<file path="src/rtl/sysid_check_master.sv">
// sysid_check_master: Avalon-MM read master that fetches the system ID word
// (address 0) and the build timestamp (address 1), compares both against
// build-time constants and reports pass/fail plus an error code.
module sysid_check_master #(
    parameter logic [31:0] EXPECTED_ID        = 32'd0,
    parameter logic [31:0] EXPECTED_TIMESTAMP = 32'd1363592293,
    parameter int          TIMEOUT_CYCLES     = 255
) (
    input  logic        clock,
    input  logic        reset_n,
    input  logic        start,
    output logic        avm_address,
    output logic        avm_read,
    input  logic        avm_waitrequest,
    input  logic [31:0] avm_readdata,
    input  logic        avm_readdatavalid,
    output logic        busy,
    output logic        done,
    output logic        pass,
    output logic [1:0]  error,
    output logic [31:0] id_value,
    output logic [31:0] timestamp_value
);

    localparam int            CW       = $clog2(TIMEOUT_CYCLES + 1);
    localparam logic [CW-1:0] CNT_LAST = CW'(TIMEOUT_CYCLES - 1);

    localparam logic [1:0] ERR_NONE = 2'd0;
    localparam logic [1:0] ERR_ID   = 2'd1;
    localparam logic [1:0] ERR_TS   = 2'd2;
    localparam logic [1:0] ERR_TOUT = 2'd3;

    typedef enum logic [2:0] {
        IDLE,
        RD_ID,
        WAIT_ID,
        RD_TS,
        WAIT_TS,
        DONE
    } state_t;

    state_t        state;
    logic [CW-1:0] cnt;

    // Timeout fires on the last allowed cycle of a transaction; the
    // completing event of that same cycle takes priority in the FSM below.
    logic expired;
    assign expired = (cnt == CNT_LAST);

    // Check sequencer: every output is a register updated with the state.
    always_ff @(posedge clock or negedge reset_n) begin
        if (!reset_n) begin
            state           <= IDLE;
            cnt             <= '0;
            avm_read        <= 1'b0;
            avm_address     <= 1'b0;
            busy            <= 1'b0;
            done            <= 1'b0;
            pass            <= 1'b0;
            error           <= ERR_NONE;
            id_value        <= '0;
            timestamp_value <= '0;
        end else begin
            case (state)
                IDLE, DONE: begin
                    if (start) begin
                        state       <= RD_ID;
                        cnt         <= '0;
                        avm_read    <= 1'b1;
                        avm_address <= 1'b0;
                        busy        <= 1'b1;
                        done        <= 1'b0;
                        pass        <= 1'b0;
                        error       <= ERR_NONE;
                    end
                end
                RD_ID, RD_TS: begin
                    // Request stays untouched while the slave stalls.
                    if (!avm_waitrequest) begin
                        state    <= (state == RD_ID) ? WAIT_ID : WAIT_TS;
                        avm_read <= 1'b0;
                        cnt      <= cnt + 1'b1;
                    end else if (expired) begin
                        state    <= DONE;
                        avm_read <= 1'b0;
                        busy     <= 1'b0;
                        done     <= 1'b1;
                        error    <= ERR_TOUT;
                    end else begin
                        cnt <= cnt + 1'b1;
                    end
                end
                WAIT_ID: begin
                    if (avm_readdatavalid) begin
                        id_value <= avm_readdata;
                        if (avm_readdata == EXPECTED_ID) begin
                            state       <= RD_TS;
                            cnt         <= '0;
                            avm_read    <= 1'b1;
                            avm_address <= 1'b1;
                        end else begin
                            // Timestamp is not worth reading once the ID is wrong.
                            state <= DONE;
                            busy  <= 1'b0;
                            done  <= 1'b1;
                            error <= ERR_ID;
                        end
                    end else if (expired) begin
                        state <= DONE;
                        busy  <= 1'b0;
                        done  <= 1'b1;
                        error <= ERR_TOUT;
                    end else begin
                        cnt <= cnt + 1'b1;
                    end
                end
                WAIT_TS: begin
                    if (avm_readdatavalid) begin
                        timestamp_value <= avm_readdata;
                        state           <= DONE;
                        busy            <= 1'b0;
                        done            <= 1'b1;
                        if (avm_readdata == EXPECTED_TIMESTAMP) begin
                            pass  <= 1'b1;
                            error <= ERR_NONE;
                        end else begin
                            error <= ERR_TS;
                        end
                    end else if (expired) begin
                        state <= DONE;
                        busy  <= 1'b0;
                        done  <= 1'b1;
                        error <= ERR_TOUT;
                    end else begin
                        cnt <= cnt + 1'b1;
                    end
                end
                default: begin
                    state    <= IDLE;
                    avm_read <= 1'b0;
                    busy     <= 1'b0;
                end
            endcase
        end
    end

endmodule

</file>
<file path="config.mk">
export PLATFORM = sky130hd
export DESIGN_NAME = sysid_check_master
export DESIGN_NICKNAME = d
export VERILOG_FILES = /design/src/rtl/sysid_check_master.sv
export SDC_FILE = /design/constraint.sdc
export NUM_CORES = 1
export LEC_CHECK = 0
export ABC_AREA = 1
export CORE_MARGIN = 3
export CORE_UTILIZATION = 49
export DETAILED_ROUTE_END_ITERATION = 8
export HOLD_SLACK_MARGIN = 0.15
export PLACE_DENSITY = 0.82
export SLEW_MARGIN = 20
export SYNTH_ARGS = -nofsm -noshare
export SYNTH_HDL_FRONTEND = slang
export SYNTH_SLANG_ARGS = --single-unit
export TNS_END_PERCENT = 30
</file>
<file path="constraint.sdc">
create_clock -name clock -period 2.7 [get_ports clock]
set_input_delay 0.54 -clock clock [delete_from_list [all_inputs] [get_ports clock]]
set_output_delay 0.54 -clock clock [all_outputs]
set_load 0.01 [all_outputs]
</file>
==> flow_metrics.py <==
metrics = {
    "clock_tree": {
        "cts_sinks": 82,
        "htree_num_levels": 3,
        "cts_root_buf": "clkbuf_8",
        "post_cts_buffers": 0,
        "insertion_delay_ps": 360,
        "clkTransAtPathRegs_ps": 90,
        "cts_tree": "done",
        "clock_path_buffers": 2,
        "cts_buffers": 9,
    },
    "synthesis": {
        "synth_area_um2": 3980,
        "synthesis.instances": 502,
        "synth-seq-cells": 82,
        "ys_types": 30,
        "yosys.area.top_type": "dfrtp_1",
        "syn-num-nets": 541,
        "synth_most_common_cell": "nand2_1",
        "netlist.area_leader.share_pct": 51.5,
        "syn_area_per_cell_um2": 7.94,
        "synth.area.top_cells": "dfrtp_1 52%, nand2_1 17%, o21ai_0 7.3%",
        "synth_edf_count": 0,
        "async_flop_share_pct": 100,
        "ys.flop_type": "dfrtp_1",
        "yosys_warnings": 0,
        "yosysSeqAreaShare_pct": 51.5,
        "synth_commonest_cells": "179 x nand2_1, 82 x dfrtp_1, 58 x o21ai_0",
    },
    "placed_design": {
        "dpl_worst_slack_ps": 464,
        "gp_congestion": 0.946,
        "dp_hpwl_um": 7890,
        "placed_cells": 698,
        "io_buffers": 107,
        "place_area_um2": 5140,
    },
    "sta": {
        "skew_ps": 10.2,
        "drv_slew": 0,
        "maxSlewHeadroom_pct": 66.8,
        "tightest_slew_ps": 498,
        "setup_ws_ps": 776,
        "setup_viol_count_final": 0,
        "fmax_ghz": 0.520,
        "finalSetupTns_ps": 0,
        "rsz0062_at_grt": "no",
        "fin_hold_ws_ps": 488,
        "hold_viol_final": 0,
        "min_period_ps": 1920,
        "min_period_over_period_pct": 71.3,
    },
    "floorplanning": {
        "core_um2": 7810,
        "fp.dieH_um": 96.2,
        "fp.dieW_um": 96.2,
        "boundaryPins": 108,
        "dieArea_um2": 9250,
        "start_util_pct": 51.0,
        "rows": 32,
    },
    "critical_path": {
        "crit_type": "input pin to register",
        "reg2reg_depth": 5,
        "slowest_stage": "clkdlybuf4s50_1",
        "critPathBufInv": 1,
        "worstPathArrival_ps": 2220,
        "crit_top_cell": "nand2_1",
        "cp.depth": 10,
        "worstPathMaxFanout": 8,
        "crit_path_end_kind": "register",
        "cp_slowest_stage_delay_ps": 440,
        "critPathLaunchType": "input pin",
        "crit_family": "simple AND/OR/NAND/NOR gates",
        "crit_chain": "clkdlybuf4s50_1 > nor2_1 > nand2_1 > nor2_1 > nand2_1 > nor2_2 > nor2_1 > nor2_4 > nand2_1 > nand2_1",
        "cp.required_ps": 3000,
    },
    "job": {
        "cap_violations": 0,
    },
    "final_layout": {
        "final_cells": 715,
        "fillers": 664,
        "n_antenna_cell": 0,
        "final_util_pct": 68.4,
        "syn_to_final_growth_pct": 34.1,
        "drive_gt1_share_pct": 7.18,
        "design_area_um2": 5340,
        "fin_nets": 647,
    },
    "routing": {
        "wirelength_um": 10600,
        "vias": 3650,
        "wl_per_cell_um": 14.8,
        "drt-pass1-iter-count": 5,
        "drt_iter0_markers": 203,
        "drc_errors": 0,
        "vias_per_cell": 5.10,
        "postRouteAntennaNets": 0,
    },
    "power": {
        "leakage_nw": 2.69,
        "p_total_mw": 5.44,
        "ir_worst_vdd_uv": 539,
        "p_per_area_nw_per_um2": 1020,
    },
    "run_status": {
        "outcome": "finished clean",
    },
    "grt": {
        "grt_start_max_net_pins": 51,
        "overflow": 0,
        "grt.total_usage_pct": 24.4,
        "grt_pass1_vias": 3546,
        "grt_pass1_wl_um": 17300,
        "antenna_found_initial": 0,
    },
    "hold_path": {
        "hp-class": "register to register",
        "worstHoldPathCells": 2,
    },
}
repair_timing:
item | 4_1_cts | 5_1_grt
hold endpoints to repair | 32 | 0
gates resized for setup | 0 | 0
setup endpoints to repair | 0 | 0
hold buffers | 1 | 0
registers in the layout (all words and copies together), names as in the netlist:
register         cells
error                2
state                3
timestamp_value     32
cnt                  8
avm_read             1
id_value            32
pass                 1
avm_address          1
busy                 1
done                 1
layout make-up:
class	instances	area (um^2)	share of cell area (%)
clock inverter	6	53.8	1.01
sequential	82	2050	38.4
timing repair buffer	111	1130	21.1
clock buffer	10	138	2.58
inverter	59	229	4.28
multi-input combinational	345	1620	30.3
tap	102	128	2.39
layer usage:
layer / global-route usage (%) / up-vias / share of wire, %
li1: - / 1795 / -
met1: 31.6 / 1728 / 43
met2: 40.6 / 114 / 48
met3: 5.16 / 13 / 6.6
met4: 8.18 / 0 / 1.6
met5: 0 / - / 0
logic make-up after synthesis:
logic type      Yosys count  synth area share, %
compound gates           81                 10.4
buf+inv                  75                 7.88
flops                    82                 51.5
simple gates            259                 28.9
fa+ha+maj                 2                0.628
xor+xnor                  3                0.660
power breakdown:
part | switching, mW | leakage, nW | internal [mW] | total [mW]
sequential | 0.334 | 1.05 | 1.72 | 2.05
clock | 0.491 | 0.0962 | 0.379 | 0.870
combinational | 1.28 | 1.55 | 1.23 | 2.51
layout by cell type, fill, tap and decap left out, types with 5 or more instances in the layout:
cell type	n
dfrtp_1	82
nor2_1	29
o21ai_0	58
clkbuf_8	10
nor2_4	5
inv_2	5
inv_1	52
clkdlybuf4s50_1	106
a21oi_1	5
nand4_1	5
o21ai_1	15
nand3_1	24
nand2_1	179
tightest hold or removal path: stages (launching register included):
cell,delay [ps]
dfrtp_1,350
nand2_1,60
nand2_1,50
worst paths after layout:
kind                       slack, ps                 from                   to
min in group asynchronous        680              reset_n         id_value[18]
max in group asynchronous       1400              reset_n          id_value[6]
setup / recovery                 780     avm_readdata[13]               cnt[7]
hold / removal                   490  timestamp_value[29]  timestamp_value[29]
setup reg to reg                 840             state[2]               cnt[1]
hold reg to reg                  490  timestamp_value[29]  timestamp_value[29]
(Power assumes the default switching activity.)
